[src/rtl/keypad_pkg.sv]
// Shared definitions for the keypad scanner: debounce state encoding,
// stable-counter width and the key-code width helper.
package keypad_pkg;

  localparam logic ST_RELEASED = 1'b0;
  localparam logic ST_PRESSED  = 1'b1;

  // Wide enough for the largest debounce threshold (15 sweeps).
  localparam int STABLE_W = 4;

  function automatic int code_width(input int rows, input int cols);
    return $clog2(rows * cols);
  endfunction

endpackage

[src/rtl/key_fifo.sv]
// Registered key-code FIFO with an occupancy level and a sticky overflow flag.
// The head entry is presented directly from storage, so a code pushed into an
// empty FIFO is visible on code/valid the cycle after the push.
module key_fifo #(
  parameter int CW    = 4,
  parameter int DEPTH = 4,
  localparam int LW   = $clog2(DEPTH) + 1,
  localparam int PW   = $clog2(DEPTH)
) (
  input  logic          clock,
  input  logic          reset,
  input  logic          push,
  input  logic [CW-1:0] push_code,
  input  logic          ready,
  input  logic          clr_ovf,
  output logic [CW-1:0] code,
  output logic          valid,
  output logic [LW-1:0] level,
  output logic          overflow
);

  logic [CW-1:0] mem_q [DEPTH];
  logic [CW-1:0] mem_d [DEPTH];
  logic [PW-1:0] wr_ptr_q, wr_ptr_d;
  logic [PW-1:0] rd_ptr_q, rd_ptr_d;
  logic [LW-1:0] level_q, level_d;
  logic          ovf_q, ovf_d;
  logic          empty, full, do_pop, do_push, drop;

  // Next-state: a pop frees a slot for a same-cycle push; a pop on empty is ignored.
  always_comb begin
    empty    = (level_q == '0);
    full     = (level_q == LW'(DEPTH));
    do_pop   = ready && !empty;
    do_push  = push && (!full || do_pop);
    drop     = push && full && !do_pop;
    mem_d    = mem_q;
    wr_ptr_d = wr_ptr_q;
    rd_ptr_d = rd_ptr_q;
    if (do_push) begin
      mem_d[wr_ptr_q] = push_code;
      wr_ptr_d        = wr_ptr_q + PW'(1);
    end
    if (do_pop) begin
      rd_ptr_d = rd_ptr_q + PW'(1);
    end
    level_d = level_q + LW'(do_push) - LW'(do_pop);
    // A drop in the same cycle as a clear must leave the flag set.
    if (drop) begin
      ovf_d = 1'b1;
    end else if (clr_ovf) begin
      ovf_d = 1'b0;
    end else begin
      ovf_d = ovf_q;
    end
  end

  // FIFO storage, pointers, level and overflow registers.
  always_ff @(posedge clock or negedge reset) begin
    if (!reset) begin
      for (int i = 0; i < DEPTH; i++) begin
        mem_q[i] <= '0;
      end
      wr_ptr_q <= '0;
      rd_ptr_q <= '0;
      level_q  <= '0;
      ovf_q    <= 1'b0;
    end else begin
      for (int i = 0; i < DEPTH; i++) begin
        mem_q[i] <= mem_d[i];
      end
      wr_ptr_q <= wr_ptr_d;
      rd_ptr_q <= rd_ptr_d;
      level_q  <= level_d;
      ovf_q    <= ovf_d;
    end
  end

  assign code     = mem_q[rd_ptr_q];
  assign valid    = (level_q != '0);
  assign level    = level_q;
  assign overflow = ovf_q;

endmodule

[src/rtl/keypad_scanner_fifo.sv]
// Matrix keypad scanner: drives one column at a time, snapshots the synchronised
// rows once per sweep, debounces single-key candidates and queues one code per
// accepted press into key_fifo.
//
//   state       | meaning
//   ST_RELEASED | no key accepted; waiting for a single key stable DEBOUNCE sweeps
//   ST_PRESSED  | key pushed; waiting for NONE stable DEBOUNCE sweeps
module keypad_scanner_fifo
  import keypad_pkg::*;
#(
  parameter int ROWS     = 4,
  parameter int COLS     = 3,
  parameter int SETTLE   = 4,
  parameter int DEBOUNCE = 3,
  parameter int DEPTH    = 4,
  localparam int CW      = code_width(ROWS, COLS),
  localparam int LW      = $clog2(DEPTH) + 1
) (
  input  logic            clock,
  input  logic            reset,
  output logic [COLS-1:0] Col,
  input  logic [ROWS-1:0] Row,
  output logic [CW-1:0]   Code,
  output logic            Valid,
  input  logic            Ready,
  output logic [LW-1:0]   Level,
  output logic            Overflow,
  input  logic            Clr_ovf
);

  localparam int NK = ROWS * COLS;
  localparam int SW = $clog2(SETTLE);
  localparam int XW = $clog2(COLS);

  logic [ROWS-1:0]     row_s1_q, row_s1_d, row_s2_q, row_s2_d;
  logic [SW-1:0]       settle_q, settle_d;
  logic [XW-1:0]       col_idx_q, col_idx_d;
  logic [NK-1:0]       snap_q, snap_d;
  logic                state_q, state_d;
  logic [STABLE_W-1:0] stable_q, stable_d;
  logic                prev_key_q, prev_key_d;
  logic [CW-1:0]       prev_code_q, prev_code_d;
  logic                settle_end, sweep_end, cand_key, same, push;
  logic [CW-1:0]       cand_code;
  int                  hits;

  // Column scan, row snapshot and candidate extraction.
  always_comb begin
    row_s1_d   = Row;
    row_s2_d   = row_s1_q;
    settle_end = (settle_q == SW'(SETTLE - 1));
    sweep_end  = settle_end && (col_idx_q == XW'(COLS - 1));
    settle_d   = settle_end ? '0 : settle_q + SW'(1);
    col_idx_d  = col_idx_q;
    if (settle_end) begin
      col_idx_d = (col_idx_q == XW'(COLS - 1)) ? '0 : col_idx_q + XW'(1);
    end
    snap_d = snap_q;
    for (int c = 0; c < COLS; c++) begin
      if (settle_end && (col_idx_q == XW'(c))) begin
        for (int r = 0; r < ROWS; r++) begin
          snap_d[c*ROWS + r] = row_s2_q[r];
        end
      end
    end
    // The candidate includes the column captured on the sweep-end cycle itself.
    hits      = 0;
    cand_code = '0;
    for (int k = 0; k < NK; k++) begin
      if (snap_d[k]) begin
        hits      = hits + 1;
        cand_code = CW'(k);
      end
    end
    cand_key = (hits == 1);
    if (!cand_key) begin
      cand_code = '0;
    end
    same = (cand_key == prev_key_q) && (cand_code == prev_code_q);
  end

  // Debounce: count identical sweeps and step the press/release FSM at sweep end.
  always_comb begin
    stable_d    = stable_q;
    prev_key_d  = prev_key_q;
    prev_code_d = prev_code_q;
    state_d     = state_q;
    push        = 1'b0;
    if (sweep_end) begin
      if (!same) begin
        stable_d = STABLE_W'(1);
      end else if (stable_q != '1) begin
        stable_d = stable_q + STABLE_W'(1);
      end
      prev_key_d  = cand_key;
      prev_code_d = cand_code;
      if (state_q == ST_RELEASED) begin
        if (cand_key && (stable_d >= STABLE_W'(DEBOUNCE))) begin
          state_d = ST_PRESSED;
          push    = 1'b1;
        end
      end else if (!cand_key && (stable_d >= STABLE_W'(DEBOUNCE))) begin
        state_d = ST_RELEASED;
      end
    end
  end

  // Scanner and debounce registers.
  always_ff @(posedge clock or negedge reset) begin
    if (!reset) begin
      row_s1_q    <= '0;
      row_s2_q    <= '0;
      settle_q    <= '0;
      col_idx_q   <= '0;
      snap_q      <= '0;
      state_q     <= ST_RELEASED;
      stable_q    <= '0;
      prev_key_q  <= 1'b0;
      prev_code_q <= '0;
    end else begin
      row_s1_q    <= row_s1_d;
      row_s2_q    <= row_s2_d;
      settle_q    <= settle_d;
      col_idx_q   <= col_idx_d;
      snap_q      <= snap_d;
      state_q     <= state_d;
      stable_q    <= stable_d;
      prev_key_q  <= prev_key_d;
      prev_code_q <= prev_code_d;
    end
  end

  // One-hot column drive decoded from the column index.
  always_comb begin
    Col = '0;
    for (int c = 0; c < COLS; c++) begin
      Col[c] = (col_idx_q == XW'(c));
    end
  end

  key_fifo #(
    .CW   (CW),
    .DEPTH(DEPTH)
  ) u_fifo (
    .clock    (clock),
    .reset    (reset),
    .push     (push),
    .push_code(cand_code),
    .ready    (Ready),
    .clr_ovf  (Clr_ovf),
    .code     (Code),
    .valid    (Valid),
    .level    (Level),
    .overflow (Overflow)
  );

endmodule

[config.mk]
export PLATFORM = sky130hd
export DESIGN_NAME = keypad_scanner_fifo
export DESIGN_NICKNAME = d
export VERILOG_FILES = /design/src/rtl/keypad_pkg.sv /design/src/rtl/key_fifo.sv /design/src/rtl/keypad_scanner_fifo.sv
export SDC_FILE = /design/constraint.sdc
export NUM_CORES = 1
export LEC_CHECK = 0
export BUFFER_PORTS_ARGS = -buffer_cell sky130_fd_sc_hd__buf_4
export CORE_MARGIN = 10
export CORE_UTILIZATION = 46
export DETAILED_ROUTE_END_ITERATION = 6
export PLACE_DENSITY = 0.71
export SYNTH_ARGS = -nofsm -noshare
export SYNTH_HDL_FRONTEND = slang
export SYNTH_SLANG_ARGS = --single-unit
[constraint.sdc]
create_clock -name clock -period 18.07 [get_ports clock]
set_input_delay 0.9035 -clock clock [delete_from_list [all_inputs] [get_ports clock]]
set_output_delay 0.9035 -clock clock [all_outputs]
set_load 0.02 [all_outputs]
[Word-level counts from Yosys, hierarchy flattened]
Cells that the tools add are included.
W data, S select, Z words.
Operators by class
  add/sub/neg operators: 18
  order comparisons: 4
  eq/ne operators: 8
  mux-type cells: 45
  bitwise operators: 2
  reductions and logical operators: 20
Operator list (number)
  $add A32 B2 Y32 const B: 11
  $mux W32: 11
  $mux W4: 20
  $eq A32 B2 Y1 const B: 1
  $bwmux W16: 1
  $logic_and A1 B1 Y1: 11
  $mux W1: 9
  $add A2 B1 Y2 const B: 4
  $bmux W4 S2: 1
  $demux W4 S2: 1
  $ge A3 B3 Y1 const B: 2
  $not A2 Y3: 2
  $add A4 B1 Y4 const B: 1
  $eq A2 B2 Y1 const B: 2
  $eq A4 B4 Y1: 1
  $ge A4 B2 Y1 const B: 1
  $logic_not A1 Y1: 4
  $mux W2: 2
  $ne A4 B4 Y1 const B: 1
  $add A3 B1 Y3: 1
  $eq A3 B3 Y1 const B: 1
  $logic_not A3 Y1: 1
  $lt A3 B1 Y1 const B: 1
  $reduce_bool A3 Y1: 1
  6 further kinds: 6
Storage, ports and cells
  register bits after elaboration: 58
  input bits: 8

[Depth between registers and ports, before layout]
  word-level depth: 40
  mapped depth: 51

[Hierarchy]
From an unflattened synthesis, not the netlist that was laid out.
Second synthesis, totals
  cells, all modules: 402
  area total of the unflattened synthesis: 4087.7 sq um
Modules (own cells, without submodules)
  keypad_scanner_fifo: instances 1, cells an instance 323, area each 2946.6 sq um
  key_fifo: instances 1, cells an instance 79, area each 1141.1 sq um

[Worst setup path after synthesis]
No wires, ideal clock.
  kind: reg2reg
  start: reg settle_q[0]
  end: reg u_fifo.level_q[2] (netlist: u_fifo.level[2])
  setup time: 0.133 ns
  data arrival time: 9.251 ns
  data required time: 17.937 ns
  path slack: 8.686 ns
  stages on the path, launching flop included: 51
  clock period less this slack: 9.384 ns
  cell sequence: dfrtp_1 > ha_1 > or3b_1 > buf_6 > mux2i_1 > ha_1 > xnor2_1 > ha_1 > nor2_1 > nor2_1 > ha_1 > nand2_1 > nand2_1 > ha_1 > a211oi_1 > o31ai_1 > ha_1 > nand2_1 > [... 15 more ...] > ha_1 > nand2_1 > xor2_1 > xnor2_1 > xnor2_1 > xnor2_1 > o311ai_0 > a31o_2 > or3_4 > mux2_4 > or3_1 > buf_6 > nor3_4 > ha_1 > inv_1 > fa_1 > xnor2_1 > xnor2_1
On the way
  longest elaborated chain between the ends: 40
  elaborated cells on any way between the ends: 56
  those cells by class: add/sub (13); order compare (1); eq/ne (4); mux (32); reduce/logical (6)
Ends and longest elaborated chain
  start, declared: line keypad_scanner_fifo.sv:36  | logic [SW-1:0] settle_q, settle_d;
  start signal, assigned: line keypad_scanner_fifo.sv:123  | settle_q <= settle_d;
  $eq A2 B2 Y1 *: line keypad_scanner_fifo.sv:51  | settle_end = (settle_q == SW'(SETTLE - 1));
  $logic_and A1 B1 Y1: line keypad_scanner_fifo.sv:60  | if (settle_end && (col_idx_q == XW'(c))) begin
  $mux W4: line keypad_scanner_fifo.sv:60
  $mux W1: line keypad_scanner_fifo.sv:70  | if (snap_d[k]) begin
  $add A32 B2 Y32: line keypad_scanner_fifo.sv:71  | hits = hits + 1;
  $mux W32: line keypad_scanner_fifo.sv:70
  $add A32 B2 Y32: line keypad_scanner_fifo.sv:71
  $mux W32: line keypad_scanner_fifo.sv:70
  [... 26 more ...]
  $mux W1: line keypad_scanner_fifo.sv:98  | if (cand_key && (stable_d >= STABLE_W'(DEBOUNCE))) begin
  $mux W1: line keypad_scanner_fifo.sv:97  | if (state_q == ST_RELEASED) begin
  $mux W1 *: line keypad_scanner_fifo.sv:89  | if (sweep_end) begin
  $logic_and A1 B1 Y1 *: line key_fifo.sv:35  | do_push = push && (!full || do_pop);
  net u_fifo.do_push: line key_fifo.sv:28  | logic empty, full, do_pop, do_push, drop;
  $add A3 B1 Y3 *: line key_fifo.sv:47  | level_d = level_q + LW'(do_push) - LW'(do_pop);
  $sub A3 B1 Y3 *: line key_fifo.sv:47
  net u_fifo.level_d[2]: line key_fifo.sv:26  | logic [LW-1:0] level_q, level_d;
  end signal, assigned: line key_fifo.sv:74  | level_q <= level_d;
  end, declared: line key_fifo.sv:26
The timed path passes the listed nets; every way through them passes the cells marked *. The select of a mux whose other input is x is not followed.
A chain may end at the register's enable or synchronous reset.

[Worst setup path after layout]
Same ends and word-level chain as after synthesis.

==> impl_metrics.csv <==
group,metric,value,unit
drt,via_per_inst,5.735,
drt,wl,8665,um
synth,ys_ff_latch,58,
sta,hold_viol,0,
global_route,grt_max_degree,59,
sta,drv_slew,0,
setup_path,cp.arrival,11.01,ns
hold_path,hold_class,"flip-flop to flip-flop",
clocking,cts_setup_buffers,0,
synth,ys_top_cells_by_area,"dfrtp_1 (35%), ha_1 (5.4%), xnor2_1 (4.7%)",
sta,rsz0062_at_grt,"no",
die,fp.coreArea,0.008763,mm2
clocking,ctsLongestPathBuffers,2,
synth,synth_cells,412,
synth,synth_edf_count,0,
synth,synthesis.nets,439,
synth,synth.avg_cell_area,10.06,um2
synth,synth_top_area_share,0.3503,
global_route,grt_use_met1,0.1713,
clocking,cts_buffers,9,
synth,synthXorXnorAreaFrac,0.1036,
power,power_frac_seq,0.302,
synth,synthMostInstantiatedCell,"dfrtp_1",
clocking,ctsResizeCount,0,
global_route,grt-ovfl-total,0,
global_route,grt_use_met2,0.2324,
placed_design,hpwl,6589,um
synth,synth_ff_type,"dfrtp_1",
power,power.total,0.5405,mW
power,powerDensity,118.8,mW/mm2
drt,vias,3120,
die,die_area,0.01320,mm2
finish,fin_util,0.5193,
clocking,cts.htree.levels,3,
sta,finalSetupViolCount,0,
clocking,hold_buffers,0,
setup_path,regToRegSetupSlack,7.35,ns
power,irDropWorstVdd,0.00009734,V
power,pwr-share-comb,0.474,
clocking,cts-root-buf,"clkbuf_8",
synth,yosys_warnings,0,
die,die_h,114.9,um
finish,nets,458,
setup_path,cp_slowest_cell,"or3b_1",
outcome,run_status,"complete, no violations",
global_route,grt_pass1_vias,3141,
drt,drtIter0Drc,234,
setup_path,end_kind,"flip-flop",
sta,fmax,93.25,MHz
synth,synthArstFlopShare,1.000,
global_route,use_met3,0.03385,
clocking,clock_latency,0.35,ns
sta,post-route-period-util,0.5935,
synth,syn-cell-area,0.004143,mm2
sta,fin_ws,7.346,ns
drt,antenna_left,0,
die,std_cell_rows,34,
global_route,top_usage_layer,"met2",
synth,synth_top_family_by_area,"simple AND/OR/NAND/NOR gates",
global_route,grt_pass1_wl,15160,um
sta,tightest_slew,0.9298,ns
synth,synth_simple_gate_area_share,0.1909,
power,p_switching,0.2239,mW
die,io_pins,20,
die,start_util,0.4727,
finish,drive_gt1_frac,0.1743,
placed_design,port_buffers,19,
drt,drt_pass1_iterations,4,
finish,n_antenna_cell,0,
finish,area_growth_syn_to_layout,9.846,%
synth,synth-compound-area-share,0.1214,
setup_path,cpPeakStageDelay,0.58,ns
power,p_int,0.3165,mW
sta,fin_hold_ws,0.3530,ns
flow_run,cap_violations,0,
synth,ys_types,73,
sta,maxSlewHeadroom,0.3801,
synth,muxShareOfSynthArea,0.1241,
sta,fin_tns_setup,0,ns
sta,fin_crit,10.72,ns
power,leakage,2.054,nW
die,die_width,114.9,um
setup_path,path_common_cell,"ha_1",
placed_design,gp_congestion,0.9177,
power,p_clk_frac,0.224,
global_route,grt_antenna_before_repair,0,
placed_design,post-place-ws,7.417,ns
drt,remaining_drc_errors,0,
clocking,cts.sinks,58,
finish,multi_input_area,0.002502,mm2
synth,synth_adder_area_share,0.06403,
synth,seq_area_frac_synth,0.3503,
setup_path,critPathMaxFanout,11,
drt,routedWlPerCell,15.93,um
synth,synthTopCellsByCount,"dfrtp_1 (58), nand2_1 (45), nor2_1 (30)",
power,swShare,0.4143,
global_route,grt_usage,0.1397,
clocking,cts_tree,"done",
finish,seqCellArea,0.001451,mm2
setup_path,cp_data_required_time,18.36,ns
setup_path,worstSetupStartpointType,"flip-flop",
clocking,clk_pin_slew_worst_paths,0.07,ns
setup_path,critPathKind,"flip-flop to flip-flop",
sta,skew,0.01062,ns
finish,n_fill_cell,781,
synth,synth_top_cell_by_area,"dfrtp_1",
## placed cells by master, fill, tap and decap left out, types with 4 or more instances in the layout
master	n
and2_1	5
dfrtp_1	58
nand4_1	8
a211oi_1	5
nand3_1	10
nor4_4	4
inv_1	29
mux2_1	8
o22ai_1	4
a21oi_1	12
mux2i_1	13
clkbuf_8	9
nand2_1	45
xnor2_1	22
mux2_2	11
and3_1	4
nor2_1	30
ha_1	18
xor2_1	7
mux4_2	4
nor3_1	5
buf_4	19
o21ai_0	15
o31ai_1	7
or3_1	6
## worst max-delay path, delay by kind of cell (launching register included)
family | cells | cell delay (ns)
buffers and inverters | 2 | 0.12
XOR/XNOR | 7 | 1.11
adder cells (fa/ha/maj) | 13 | 3.77
AND/OR/NAND/NOR | 17 | 3.17
flip-flops | 1 | 0.35
AO/OA/AOI/OAI | 7 | 1.48
multiplexers | 2 | 0.69
## cell families (layout without fill, tap and decap cells)
group	count (synthesis)	count (layout)
AO/OA/AOI/OAI	71	71
XOR/XNOR	37	37
adder cells (fa/ha/maj)	21	21
buffers and inverters	42	66
flip-flops	58	58
multiplexers	41	41
AND/OR/NAND/NOR	142	142
## worst paths after layout
kind                                                 to                  start  cells past startpoint
setup / recovery              u_fifo.level[2]$_DFF_PN0_  settle_q[0]$_DFF_PN0_                     48
max in group asynchronous  u_fifo.mem_q[15]$_DFFE_PN0P_                  reset                      1
setup reg to reg              u_fifo.level[2]$_DFF_PN0_  settle_q[0]$_DFF_PN0_                     48
hold / removal                    row_s2_q[0]$_DFF_PN0_  row_s1_q[0]$_DFF_PN0_                      0
hold reg to reg                   row_s2_q[0]$_DFF_PN0_  row_s1_q[0]$_DFF_PN0_                      0
min in group asynchronous      col_idx_q[1]$_DFFE_PN0P_                  reset                      1
## cell type report
cell class,count,area share
sequential,58,0.3189
multi-input combinational,312,0.5499
inverter,31,0.02557
tap,108,0.02969
timing repair buffer,19,0.03134
clock inverter,7,0.01732
clock buffer,9,0.02722
## per-layer routing
| metal | vias up | share of wire | routed length, um |
|---|---|---|---|
| met5 | - | 0 | 0 |
| met4 | 0 | 0.019 | 163 |
| met3 | 19 | 0.040 | 345 |
| met2 | 53 | 0.48 | 4172 |
| met1 | 1527 | 0.46 | 3984 |
| li1 | 1521 | - | - |
## state kept, by name, indices dropped and copies added, names as in the netlist, named ones only
signal and count:
stable_q 4, settle_q 2, row_s1_q 4, prev_key_q 1, u_fifo.level 3, u_fifo.overflow 1
u_fifo.rd_ptr_q 2, prev_code_q 4, u_fifo.wr_ptr_q 2, row_s2_q 4, col_idx_q 2, u_fifo.mem_q 16
snap_q 12
## power by group through the flow
stage          registers [mW]  clock network (mW)  logic (mW)
2_1_floorplan           0.163                   0       0.210
3_3_place_gp            0.165                   0       0.247
3_5_place_dp            0.166                   0       0.255
4_1_cts                 0.163               0.124       0.256
5_1_grt                 0.167               0.130       0.286
6_report                0.163               0.121       0.256
## per-stage QoR
| step | instance area, um2 | std cells |
|---|---|---|
| 6_report | 4551 | 544 |
| 5_1_grt | 4551 | 544 |
| 4_1_cts | 4551 | 544 |
| 3_5_place_dp | 4348 | 528 |
| 3_3_place_gp | 4348 | 528 |
| 2_1_floorplan | 4143 | 412 |
Power figures use the tool's default switching activity.
